[src/rtl/hwint_ctrl_pkg.sv]
`default_nettype none
// ============================================================================
//  Module      : hwint_ctrl_pkg
//  Description : Shared definitions for the hardware interrupt controller:
//                register word indices, FSM state encoding and the position
//                of the controller outputs within CP0 HWInt.
//  Revision    : 1.0  initial release
// ============================================================================
package hwint_ctrl_pkg;

  // Register word indices on reg_addr
  localparam logic [1:0] REG_MASK = 2'd0;
  localparam logic [1:0] REG_PEND = 2'd1;
  localparam logic [1:0] REG_EDGE = 2'd2;
  localparam logic [1:0] REG_ISR  = 2'd3;

  // Source i lands on CP0 HWInt bit (HWINT_BASE + i); hwint is HWINT_W wide
  localparam int HWINT_BASE = 2;
  localparam int HWINT_W    = 6;

  typedef enum logic [1:0] {
    ST_IDLE    = 2'd0,
    ST_REQ     = 2'd1,
    ST_SERVICE = 2'd2
  } state_t;

endpackage : hwint_ctrl_pkg
`default_nettype wire

[src/rtl/hwint_ctrl_if.sv]
`default_nettype none
// ============================================================================
//  Module      : hwint_ctrl_if
//  Description : Bus bundle between the controller and its neighbours:
//                bridge register port (reg_we/reg_addr/reg_wdata/reg_rdata)
//                and the CP0 side (exc_taken, eret_commit, hwint, busy).
//                master = bridge/CP0 side, slave = interrupt controller.
//  Revision    : 1.0  initial release
// ============================================================================
interface hwint_ctrl_if;
  import hwint_ctrl_pkg::*;

  logic               reg_we;
  logic [1:0]         reg_addr;
  logic [31:0]        reg_wdata;
  logic [31:0]        reg_rdata;
  logic               exc_taken;
  logic               eret_commit;
  logic [HWINT_W-1:0] hwint;
  logic               busy;

  modport master (
    output reg_we, reg_addr, reg_wdata, exc_taken, eret_commit,
    input  reg_rdata, hwint, busy
  );

  modport slave (
    input  reg_we, reg_addr, reg_wdata, exc_taken, eret_commit,
    output reg_rdata, hwint, busy
  );

endinterface : hwint_ctrl_if
`default_nettype wire

[src/rtl/hwint_prio_enc.sv]
`default_nettype none
// ============================================================================
//  Module      : hwint_prio_enc
//  Description : Combinational fixed-priority encoder. Returns the lowest
//                set bit of req as a one-hot grant (bit 0 wins); zero when
//                req is zero.
//  Ports       : req   [N-1:0] in   request vector
//                grant [N-1:0] out  one-hot or zero
//  Revision    : 1.0  initial release
// ============================================================================
module hwint_prio_enc #(
  parameter int N = 6
) (
  input  logic [N-1:0] req,
  output logic [N-1:0] grant
);

  logic found;

  always_comb begin
    grant = '0;
    found = 1'b0;
    for (int i = 0; i < N; i++) begin
      if (req[i] && !found) begin
        grant[i] = 1'b1;
        found    = 1'b1;
      end
    end
  end

endmodule : hwint_prio_enc
`default_nettype wire

[src/rtl/hwint_ctrl.sv]
`default_nettype none
// ============================================================================
//  Module      : hwint_ctrl
//  Description : Interrupt controller feeding CP0 HWInt[7:2]. Synchronises
//                raw device IRQs, latches them into PEND, masks them, picks
//                one winner by fixed priority and holds it on hwint until CP0
//                accepts it; then tracks the in-service source in ISR until
//                eret commits.
//  Ports       : clk, reset (synchronous, active-high)
//                irq_in [NSRC-1:0]  raw asynchronous device requests
//                bus (hwint_ctrl_if.slave): register port + CP0 handshake
//  Config      : HWINT_EDGE_EN - when defined, the EDGE register selects
//                edge (1) or level (0) per source and PEND accepts W1C.
//                Otherwise every source is level-triggered, EDGE reads 0.
//  Revision    : 1.0  initial release
// ============================================================================
module hwint_ctrl
  import hwint_ctrl_pkg::*;
#(
  parameter int NSRC = 6
) (
  input  logic            clk,
  input  logic            reset,
  input  logic [NSRC-1:0] irq_in,
  hwint_ctrl_if.slave     bus
);

  // --------------------------------------------------------------------------
  // Declarations
  // --------------------------------------------------------------------------
  logic [NSRC-1:0] r_sync1;
  logic [NSRC-1:0] r_irq_s;      // synchronised request
  logic [NSRC-1:0] r_irq_d;      // previous irq_s, for rising-edge detect
  logic [NSRC-1:0] r_pend;
  logic [NSRC-1:0] r_mask;
  logic [NSRC-1:0] r_win;        // winner latched on IDLE->REQ
  logic [NSRC-1:0] r_isr;
  state_t          r_state;

  logic [NSRC-1:0] w_edge_mode;
  logic [NSRC-1:0] w_rise;
  logic [NSRC-1:0] w_clr;
  logic [NSRC-1:0] w_pend_nxt;
  logic [NSRC-1:0] w_elig;
  logic [NSRC-1:0] w_grant;
  logic [NSRC-1:0] w_win_nxt;
  logic [NSRC-1:0] w_isr_nxt;
  state_t          w_state_nxt;
  logic            w_wr_mask;
  logic            w_wr_pend;
  logic [31:0]     w_rdata;
  logic [HWINT_W-1:0] w_hwint;

  assign w_wr_mask = bus.reg_we && (bus.reg_addr == REG_MASK);
  assign w_wr_pend = bus.reg_we && (bus.reg_addr == REG_PEND);

  // --------------------------------------------------------------------------
  // Two-flop synchroniser plus one history stage for edge detection
  // --------------------------------------------------------------------------
  always_ff @(posedge clk) begin
    if (reset) begin
      r_sync1 <= '0;
      r_irq_s <= '0;
      r_irq_d <= '0;
    end else begin
      r_sync1 <= irq_in;
      r_irq_s <= r_sync1;
      r_irq_d <= r_irq_s;
    end
  end

  assign w_rise = r_irq_s & ~r_irq_d;

  // --------------------------------------------------------------------------
  // Edge/level select register
  // --------------------------------------------------------------------------
`ifdef HWINT_EDGE_EN
  logic [NSRC-1:0] r_edge;
  logic            w_wr_edge;

  assign w_wr_edge = bus.reg_we && (bus.reg_addr == REG_EDGE);

  always_ff @(posedge clk) begin
    if (reset) begin
      r_edge <= '0;
    end else if (w_wr_edge) begin
      r_edge <= bus.reg_wdata[NSRC-1:0];
    end
  end

  assign w_edge_mode = r_edge;
`else
  assign w_edge_mode = '0;
`endif

  // --------------------------------------------------------------------------
  // Pending latch. Level sources simply follow irq_s. Edge sources are set by
  // a rising edge and cleared by W1C or by CP0 accepting them; the set term
  // is OR-ed after the clear so a fresh edge in the clear cycle survives.
  // --------------------------------------------------------------------------
  always_comb begin
    w_clr = '0;
    if (w_wr_pend) begin
      w_clr = bus.reg_wdata[NSRC-1:0];
    end
    if ((r_state == ST_REQ) && bus.exc_taken) begin
      w_clr = w_clr | r_win;
    end
  end

  assign w_pend_nxt = (w_edge_mode & (w_rise | (r_pend & ~w_clr)))
                    | (~w_edge_mode & r_irq_s);

  always_ff @(posedge clk) begin
    if (reset) begin
      r_pend <= '0;
      r_mask <= '0;
    end else begin
      r_pend <= w_pend_nxt;
      if (w_wr_mask) begin
        r_mask <= bus.reg_wdata[NSRC-1:0];
      end
    end
  end

  // --------------------------------------------------------------------------
  // Arbitration
  // --------------------------------------------------------------------------
  assign w_elig = r_pend & r_mask;

  hwint_prio_enc #(
    .N (NSRC)
  ) u_prio_enc (
    .req   (w_elig),
    .grant (w_grant)
  );

  // --------------------------------------------------------------------------
  // Request / service FSM
  // --------------------------------------------------------------------------
  always_ff @(posedge clk) begin
    if (reset) begin
      r_state <= ST_IDLE;
      r_win   <= '0;
      r_isr   <= '0;
    end else begin
      r_state <= w_state_nxt;
      r_win   <= w_win_nxt;
      r_isr   <= w_isr_nxt;
    end
  end

  always_comb begin
    w_state_nxt = r_state;
    w_win_nxt   = r_win;
    w_isr_nxt   = r_isr;
    case (r_state)
      ST_IDLE: begin
        if (|w_elig) begin
          w_state_nxt = ST_REQ;
          w_win_nxt   = w_grant;
        end
      end
      ST_REQ: begin
        // Acceptance beats a simultaneous loss of eligibility: CP0 has
        // already committed to the handler.
        if (bus.exc_taken) begin
          w_state_nxt = ST_SERVICE;
          w_isr_nxt   = r_win;
        end else if (~|(r_win & w_elig)) begin
          w_state_nxt = ST_IDLE;
        end
      end
      ST_SERVICE: begin
        if (bus.eret_commit) begin
          w_state_nxt = ST_IDLE;
          w_isr_nxt   = '0;
        end
      end
      default: begin
        w_state_nxt = ST_IDLE;
      end
    endcase
  end

  // --------------------------------------------------------------------------
  // Outputs
  // --------------------------------------------------------------------------
  always_comb begin
    w_hwint = '0;
    if (r_state == ST_REQ) begin
      w_hwint[NSRC-1:0] = r_win;
    end
  end

  always_comb begin
    w_rdata = '0;
    case (bus.reg_addr)
      REG_MASK: w_rdata[NSRC-1:0] = r_mask;
      REG_PEND: w_rdata[NSRC-1:0] = r_pend;
      REG_EDGE: w_rdata[NSRC-1:0] = w_edge_mode;
      REG_ISR:  w_rdata[NSRC-1:0] = r_isr;
      default:  w_rdata = '0;
    endcase
  end

  assign bus.hwint     = w_hwint;
  assign bus.busy      = (r_state == ST_SERVICE);
  assign bus.reg_rdata = w_rdata;

endmodule : hwint_ctrl
`default_nettype wire

[src/flat_wrapper.sv]
// flat-port wrapper written by rule: the top's interface ports become plain ports
module hwint_ctrl_flat import hwint_ctrl_pkg::*;
#(
  parameter int NSRC = 6
)
  (clk, reset, irq_in, bus_reg_we, bus_reg_addr, bus_reg_wdata, bus_exc_taken, bus_eret_commit, bus_reg_rdata, bus_hwint, bus_busy);
  hwint_ctrl_if bus_i ();
  input  logic clk;
  input  logic reset;
  input  logic [NSRC-1:0] irq_in;
  input wire logic [$bits(bus_i.reg_we)-1:0] bus_reg_we;
  input wire logic [$bits(bus_i.reg_addr)-1:0] bus_reg_addr;
  input wire logic [$bits(bus_i.reg_wdata)-1:0] bus_reg_wdata;
  input wire logic [$bits(bus_i.exc_taken)-1:0] bus_exc_taken;
  input wire logic [$bits(bus_i.eret_commit)-1:0] bus_eret_commit;
  output wire logic [$bits(bus_i.reg_rdata)-1:0] bus_reg_rdata;
  output wire logic [$bits(bus_i.hwint)-1:0] bus_hwint;
  output wire logic [$bits(bus_i.busy)-1:0] bus_busy;
  assign bus_i.reg_we = bus_reg_we;
  assign bus_i.reg_addr = bus_reg_addr;
  assign bus_i.reg_wdata = bus_reg_wdata;
  assign bus_i.exc_taken = bus_exc_taken;
  assign bus_i.eret_commit = bus_eret_commit;
  assign bus_reg_rdata = bus_i.reg_rdata;
  assign bus_hwint = bus_i.hwint;
  assign bus_busy = bus_i.busy;
  hwint_ctrl #(.NSRC(NSRC)) u_core (.clk(clk), .reset(reset), .irq_in(irq_in), .bus(bus_i));
endmodule
[config.mk]
export PLATFORM = sky130hd
export DESIGN_NAME = hwint_ctrl_flat
export DESIGN_NICKNAME = d
export VERILOG_FILES = /design/src/rtl/hwint_ctrl_pkg.sv /design/src/rtl/hwint_ctrl_if.sv /design/src/rtl/hwint_prio_enc.sv /design/src/rtl/hwint_ctrl.sv /design/src/flat_wrapper.sv
export SDC_FILE = /design/constraint.sdc
export NUM_CORES = 1
export LEC_CHECK = 0
export BUFFER_PORTS_ARGS = -buffer_cell sky130_fd_sc_hd__clkbuf_2
export CELL_PAD_IN_SITES_DETAIL_PLACEMENT = 0
export CELL_PAD_IN_SITES_GLOBAL_PLACEMENT = 2
export CORE_ASPECT_RATIO = 1.2
export CORE_MARGIN = 1.5
export CORE_UTILIZATION = 27
export DETAILED_ROUTE_END_ITERATION = 6
export GPL_TIMING_DRIVEN = 0
export PLACE_DENSITY = 0.8
export SLEW_MARGIN = 20
export SYNTH_ARGS = -nofsm -noshare
export SYNTH_HDL_FRONTEND = slang
export SYNTH_SLANG_ARGS = --single-unit
[constraint.sdc]
create_clock -name clk -period 1.7 [get_ports clk]
set_input_delay 0.34 -clock clk [delete_from_list [all_inputs] [get_ports clk]]
set_output_delay 0.34 -clock clk [all_outputs]
set_load 0.01 [all_outputs]
# Word-level counts from Yosys, hierarchy flattened
# Cells that the tools add are included.
classes:
  eq_ne: 9
  n_mux: 20
  bitwise_logic: 2
  reduce_logical: 19
ops:
  columns: ["op", "count"]
  rows:
  - ["6-bit case mux with 4 select lines", 1]
  - ["6-bit 2-to-1 mux", 3]
  - ["6-bit bitwise AND", 2]
  - ["6-bit case mux with 2 select lines", 1]
  - ["6-bit OR reduction", 2]
  - ["1-bit 2-to-1 mux", 10]
  - ["2-bit 2-to-1 mux", 4]
  - ["2-bit equality test, second input constant", 3]
  - ["1-bit logical AND", 6]
  - ["2-bit case mux with 3 select lines", 1]
  - ["3-bit AND reduction", 2]
  - ["1-bit zero test", 5]
  - ["2-bit by 1-bit equality test with 1-bit output, second input constant", 2]
  - ["2-bit zero test", 2]
  - ["2-bit inequality test, second input constant", 2]
  - ["3-bit inequality test, second input constant", 1]
  - ["2-bit by 1-bit inequality test with 1-bit output, second input constant", 1]
  - ["2-bit AND reduction", 1]
  - ["2-bit nonzero test", 1]
totals:
  regBits: 38
  inputBits: 45
  output_inout_bits: 39
  elab_cells: 57

# Depth between registers and ports, before layout
# Gate-level depths: netlist (run 1).
logic_depth:
  depth_word: 17
  ltp_mapped: 5
  ltp_nobuf: 4

# Cells and area by module
# Synthesis (run 1) repeated with hierarchy kept, for this count alone.
hier_totals:
  cells_unflattened: 186
  hier_area_um2: 1749.2
by_module_without_submodules:
  columns: ["module", "n_inst", "cells_each", "area_per_inst_um2", "seq_area_each_um2"]
  rows:
  - ["hwint_ctrl", 1, 179, 1691.6, 760.7]
  - ["hwint_prio_enc", 1, 7, 57.6, 0.0]

# Worst setup path after synthesis (run 1)
# No wires, ideal clock.
synth_timing:
  path_type: "input port to output port"
  startpoint: "in bus_reg_addr[0]"
  endpoint: "out bus_reg_rdata[0]"
  t_arrival_ns: 0.976
  path_slack_ns: 0.384
  stages: 5
  cell_sequence: "buf_6 -> and2_2 -> clkbuf_1 -> nand2_1 -> o21ai_0"
synth_via:
  elab_chain_cells: 2
synth_lines:
  columns: ["item", "line", "source"]
  rows:
  - ["start: declaration", "flat_wrapper.sv:12", "input wire logic [$bits(bus_i.reg_addr)-1:0] bus_reg_addr;"]
  - ["2-bit equality test (tied with other cells)", "hwint_ctrl.sv:198", "case (bus.reg_addr)"]
  - ["6-bit case mux with 4 select lines *", "hwint_ctrl.sv:198", null]
  - ["end: declaration", "flat_wrapper.sv:16", "output wire logic [$bits(bus_i.reg_rdata)-1:0] bus_reg_rdata;"]
# Mark *: on every way between the ends. The rest lies on a longest branch, timed or not.

# Final worst setup path (run 1)
layout_timing:
  startpoint: "reg u_core.r_state[0]"
  endpoint: "out bus_hwint[5]"
layout_via:
  elab_chain_cells: 2
layout_lines:
  columns: ["item", "line", "source"]
  rows:
  - ["start: declaration", "hwint_ctrl.sv:38", "state_t r_state;"]
  - ["start signal: assignment", "hwint_ctrl.sv:147", "r_state <= w_state_nxt;"]
  - ["2-bit by 1-bit equality test with 1-bit output", null, null]
  - ["6-bit 2-to-1 mux", "hwint_ctrl.sv:191", "if (r_state == ST_REQ) begin"]
  - ["end: declaration", "flat_wrapper.sv:17", "output wire logic [$bits(bus_i.hwint)-1:0] bus_hwint;"]
# No other way between the ends.

==> results of run 1 <==
-- layout make-up --
type                            count  area share, %
Tap cell                           82           4.78
Sequential cell                    38           35.5
Timing Repair Buffer               30           7.00
Clock buffer                        6           3.85
Buffer                             33           10.7
Multi-Input combinational cell    137           38.0
Inverter                            1          0.175
-- report_power, final --
group	total (mW)	internal [mW]	switching, mW
sequential	0.925	0.913	0.0128
combinational	0.168	0.0851	0.0833
clock	0.591	0.312	0.279
total	1.69	1.31	0.375
-- kinds of logic after synthesis --
group / count (synthesis) / share of synthesized area, %
DFF: 38 / 44.4
other: 1 / 0.219
buffers and inverters: 34 / 13.6
AOI/OAI and AO/OA: 26 / 11.6
muxes: 12 / 7.01
and+or+nand+nor: 73 / 23.1
-- state kept, by name (all words and copies together), names as in the netlist --
name and count:
u_core.r_irq_s 6, u_core.r_isr 6, u_core.r_mask 6, u_core.r_pend 6
u_core.r_sync1 6, u_core.r_win 6, u_core.r_state 2
-- per-stage QoR --
| stage | hold slack, ps | worst slack, ps | power [mW] |
|---|---|---|---|
| after floorplan | 414 | 384 | 1.07 |
| after CTS | 261 | 12.4 | 1.71 |
| final | 268 | 116 | 1.69 |
| after global placement | 415 | 107 | 1.11 |
| after global routing | 267 | 9.11 | 1.78 |
| after detailed placement | 423 | 98.4 | 1.11 |
-- critical path, delay by kind of cell, from the launching register on --
kind	cells	cell delay [ps]
buf+inv	1	120
flops	1	370
simple gates	2	470
-- layout by cell type (no fill, tap or decap), types with 2 or more instances in the layout --
cell / instances
clkbuf_1: 5
nand3_1: 5
nand4_1: 2
and2_1: 9
conb_1: 26
clkbuf_2: 30
nand3b_1: 2
a21oi_1: 3
nand2_1: 13
a22oi_1: 7
nor2_1: 16
dfxtp_1: 38
mux2i_1: 12
o21ai_0: 6
nor2b_1: 19
buf_4: 26
clkbuf_8: 6
-- Yosys cell counts --
| library cell | n |
|---|---|
| o22ai_1 | 1 |
| nand2_1 | 13 |
| buf_4 | 26 |
| conb_1 | 1 |
| nand3_1 | 5 |
| nor3b_4 | 1 |
| a211oi_1 | 1 |
| a32oi_1 | 1 |
| a21oi_4 | 1 |
| inv_1 | 1 |
| nand2b_1 | 1 |
| a221oi_1 | 1 |
| and3_1 | 1 |
| a41o_2 | 1 |
| clkbuf_1 | 5 |
| or2_0 | 1 |
| mux2i_1 | 12 |
| o21ai_0 | 6 |
| o31ai_1 | 1 |
| a21oi_1 | 3 |
| o41ai_2 | 1 |
| a22oi_2 | 1 |
| and2_1 | 9 |
| nand3b_1 | 2 |
| buf_6 | 1 |
| and3b_1 | 1 |
| dfxtp_1 | 38 |
| buf_2 | 1 |
| nor2_1 | 16 |
| and2_2 | 1 |
| nand4_1 | 2 |
| a22oi_1 | 7 |
| nor2b_1 | 20 |
| a31oi_1 | 1 |
-- routing by layer --
layer	global-route usage, %	share of wire (%)
met5	0	0
met4	5.36	2.0
met3	2.01	7.1
met2	17.3	48
met1	12.7	43
-- final timing paths --
check / endpoint / slack, ps / cells after the start
worst max-delay path: bus_hwint[5] / 120 / 3
worst min-delay path: u_core.r_sync1[4] / 270 / 2
worst max register to register: u_core.r_win[4] / 440 / 4
worst min register to register: u_core.r_pend[0] / 430 / 1
-- repair_timing --
action                     4_1_cts  5_1_grt
setup endpoints to repair        0        6
resized for setup                0        1
buffers inserted                 0        0
==> results by group, run 1 <==
Setup path
  • Critical path's largest stage delay: 370 ps
  • Data arrival, critical path: 1240 ps
  • Largest fanout on the critical path: 7
  • Cell Chain, Critical Path: nor2b_2, and2_1, clkbuf_2
  • CP required: 1360 ps
  • Reg2reg start: u_core.r_state[1]
  • WS Path Type: reg2out
  • Crit path from: u_core.r_state[0]
  • Slowest CP cell: dfxtp_1
  • Crit. End Element: output pin
  • Worst Setup Start Kind: flip-flop

STA
  • Setup TNS: 0 ps
  • Final slew viol count: 0
  • Tcrit/Tclk final: 93.2%
  • Hold Fails Final Rpt: 0
  • RSZ-0062 raised after global routing: no
  • Period minus WS final: 1580 ps
  • FMAX: 631 MHz
  • Setup Viol. Count Final: 0
  • Final clock skew: 6.19 ps

Clocking
  • CTS tree: built
  • Max Root-Sink Buffers: 2
  • Clock Sinks: 38
  • CTS HTree Levels: 2
  • CTS buffer count: 5
  • Root Driver: clkbuf_8
  • Post-CTS Hold Buffers: 0
  • Clk Latency, worst-skew pair: 280 ps
  • Reg clk slew, reported paths: 70 ps

Finish
  • Synth-to-Final Area Change: 25.2%
  • Ant diodes: 0
  • Final instance area: 2150 um^2
  • Layout Nets: 291
  • Final Non-Filler Cells: 327
  • Post-layout util: 35.2%
  • Area of the multi-input gates: 816 um^2
  • Reg area: 761 um^2
  • Filler instances: 633
  • Fraction of layout cells with a size suffix above 1: 29.0%

Global route
  • GR Overflow Total: 0
  • Initial antenna violation count: 0
  • Pin count of the biggest net entering global routing: 11
  • GR Util All Layers: 10.5%
  • First-pass GRT wire length: 5500 um
  • Vias in the first global route: 1,210

Place
  • Placed Instance Area: 2060 um^2
  • Port bufs: 30
  • DP Cell Count: 321
  • GPL Wtd Cong: 0.820
  • Dpl hpwl: 2730 um

Routing
  • DRC violations left: 0
  • Iter 0 DRT Violations: 74
  • Vias after detailed routing: 1,311
  • DRT antenna net count: 0
  • First-pass detailed-route iteration total: 4
  • Routed WL: 3450 um
  • Vias per cell: 4.01
  • Drt wl/cell: 10.5 um

Yosys
  • Syn Std Cell Area: 1710 um^2
  • Synth area leaders: dfxtp_1, buf_4, nor2b_1
  • Yosys warnings: 0
  • Yosys top cell area share: 44.4%
  • Biggest area consumer among synthesized cells: dfxtp_1
  • Avg Synthesized Cell Area: 9.32 um^2
  • Synthesized instance count: 184
  • Synth Register Bits: 38
  • Seq/Total Area, Yosys: 44.4%
  • Yosys cell types: 34

Die
  • Io pins: 84
  • Core Area: 6090 um^2
  • Width of the die: 75.7 um
  • Chip height: 90.3 um
  • Initial Utilization: 28.1%
  • Die area: 6840 um^2
  • Number of cell rows: 31

Power and ir drop
  • P_leak: 0.956 nW
  • Power per cell area: 785 nW/um^2
  • Max VDD drop: 338 uV

Worst hold path
  • Startpoint of the worst hold path: irq_in[4]
  • Hold crit path type: in2reg

Flow run
  • Max Cap Viol: 0

Run status
  • Outcome: finished, final reports clean
(Power assumes the default switching activity.)
==> run 2, diff against run 1 <==
--- a/config.mk
+++ b/config.mk
@@ -14,6 +14,7 @@
 export DETAILED_ROUTE_END_ITERATION = 6
 export GPL_TIMING_DRIVEN = 0
 export PLACE_DENSITY = 0.8
+export RECOVER_POWER = 50
 export SLEW_MARGIN = 20
 export SYNTH_ARGS = -nofsm -noshare
 export SYNTH_HDL_FRONTEND = slang
==> results by group, run 2 (synthesis results as in run 1) <==
Clocking
  • Post-CTS Hold Buffers: 0 (unchanged)
  • Max Root-Sink Buffers: 2 (unchanged)
  • Reg clk slew, reported paths: 70 ps (about the same)
  • Root Driver: clkbuf_8
  • CTS buffer count: 5 (unchanged)
  • Clk Latency, worst-skew pair: 280 ps (about the same)
  • Clock Sinks: 38 (unchanged)
  • CTS HTree Levels: 2 (unchanged)
  • Post-cts sizing count: 0 (unchanged)
  • CTS tree: built
  • Postcts setup bufs: 0 (unchanged)

Die
  • Core Area: 6090 um^2 (unchanged)
  • Io pins: 84 (unchanged)
  • Die area: 6840 um^2 (unchanged)
  • Number of cell rows: 31 (unchanged)
  • Width of the die: 75.7 um (unchanged)
  • Chip height: 90.3 um (unchanged)
  • Initial Utilization: 28.1% (unchanged)

Setup path
  • Critical path's largest stage delay: 370 ps (about the same)
  • Cell Chain, Critical Path: nor2b_2, and2_1, clkbuf_2
  • Reg2reg start: u_core.r_state[1]
  • CP required: 1360 ps (about the same)
  • Slowest CP cell: dfxtp_1
  • Crit. End Element: output pin
  • Data arrival, critical path: 1240 ps (about the same)
  • WS Path Type: reg2out
  • Worst Setup Start Kind: flip-flop
  • Largest fanout on the critical path: 7 (unchanged)
  • Crit path from: u_core.r_state[0]

Power and ir drop
  • Max VDD drop: 339 uV (about the same)
  • Pwr Total: 1.68 mW (about the same)
  • P_leak: 0.946 nW (-1.1%)
  • Power per cell area: 788 nW/um^2 (+0.36%)

Finish
  • Layout Nets: 291 (unchanged)
  • Commonest non-fill, non-tap cell in the layout: dfxtp_1
  • Post-layout util: 35.1% (-0.14 points)
  • Ant diodes: 0 (unchanged)
  • Synth-to-Final Area Change: 24.7%
  • Final instance area: 2140 um^2 (-0.41%)
  • Filler instances: 635 (+0.32%)
  • Final Non-Filler Cells: 327 (unchanged)
  • Commonest cells after routing, fill and taps aside: dfxtp_1, clkbuf_2, buf_4, conb_1, nor2b_1
  • Fraction of layout cells with a size suffix above 1: 28.2% (-0.82 points)

STA
  • Setup TNS: 0 ps (unchanged)
  • RSZ-0062 raised after global routing: no
  • Final clock skew: 6.96 ps (+0.764 ps)
  • Final WS setup: 118 ps (+2.13 ps)
  • Max-Slew Margin vs Limit: 60.1%
  • FMAX: 632 MHz (+0.13%)
  • Final slew viol count: 0 (unchanged)
  • Worst Hold Slack: 268 ps (-0.160 ps)
  • Worst slew pin tran: 596 ps
  • Period minus WS final: 1580 ps (-2.12 ps)
  • Setup Viol. Count Final: 0 (unchanged)
  • Hold Fails Final Rpt: 0 (unchanged)
  • Tcrit/Tclk final: 93.1% (-0.12 points)

Place
  • Placed Instance Area: 2060 um^2 (unchanged)
  • Port bufs: 30 (unchanged)
  • GPL Wtd Cong: 0.820 (unchanged)
  • Setup WS pre-CTS: 98.4 ps (unchanged)
  • Dpl hpwl: 2730 um (unchanged)
  • DP Cell Count: 321 (unchanged)

Run status
  • Outcome: finished, final reports clean

Routing
  • DRC violations left: 0 (unchanged)
  • Routed WL: 3440 um (about the same)
  • First-pass detailed-route iteration total: 4 (unchanged)
  • Drt wl/cell: 10.5 um (about the same)
  • Vias after detailed routing: 1,303 (-0.61%)
  • Iter 0 DRT Violations: 75 (+1.4%)
  • DRT antenna net count: 0 (unchanged)
  • Vias per cell: 3.98 (-0.61%)

Global route
  • GR Util All Layers: 10.5% (unchanged)
  • Pin count of the biggest net entering global routing: 11 (unchanged)
  • Vias in the first global route: 1,210 (unchanged)
  • GR Overflow Total: 0 (unchanged)
  • First-pass GRT wire length: 5500 um (unchanged)
  • Initial antenna violation count: 0 (unchanged)

Worst hold path
  • Hold crit path type: in2reg
  • Startpoint of the worst hold path: irq_in[4]

Flow run
  • Max Cap Viol: 0 (unchanged)
## run 2: critical path, delay by kind of cell (launching register included)
kind,cells,cell delay (ps)
DFF,1,370
buffers and inverters,1,120
and+or+nand+nor,2,470
## run 2: routing by layer
metal	GRT usage [%]	wire length (um)	up-vias
li1	-	-	689
met1	12.7	1510	549
met2	17.3	1640	58
met3	2.01	231	7
met4	5.36	58	0
met5	0	0	-
## run 2: worst paths after layout
check	end	slack (ps)	cells after the start
min reg2reg	u_core.r_pend[0]	430	1
min	u_core.r_sync1[4]	270	2
max reg2reg	u_core.r_isr[1]	390	5
max	bus_hwint[5]	120	3
## run 2: layout make-up
class | count | area [um^2] | share of cell area (%)
Multi-Input combinational cell | 137 | 810 | 37.9
Sequential cell | 38 | 761 | 35.6
Buffer | 33 | 229 | 10.7
Timing Repair Buffer | 30 | 149 | 6.97
Tap cell | 82 | 103 | 4.80
Clock buffer | 6 | 82.6 | 3.86
Inverter | 1 | 3.75 | 0.176
## run 2: report_power, final
| group | internal [mW] | total, mW | leakage, nW | switching, mW |
|---|---|---|---|---|
| logic | 0.0837 | 0.166 | 0.593 | 0.0824 |
| registers | 0.913 | 0.925 | 0.310 | 0.0128 |
| clock network | 0.312 | 0.593 | 0.0431 | 0.280 |
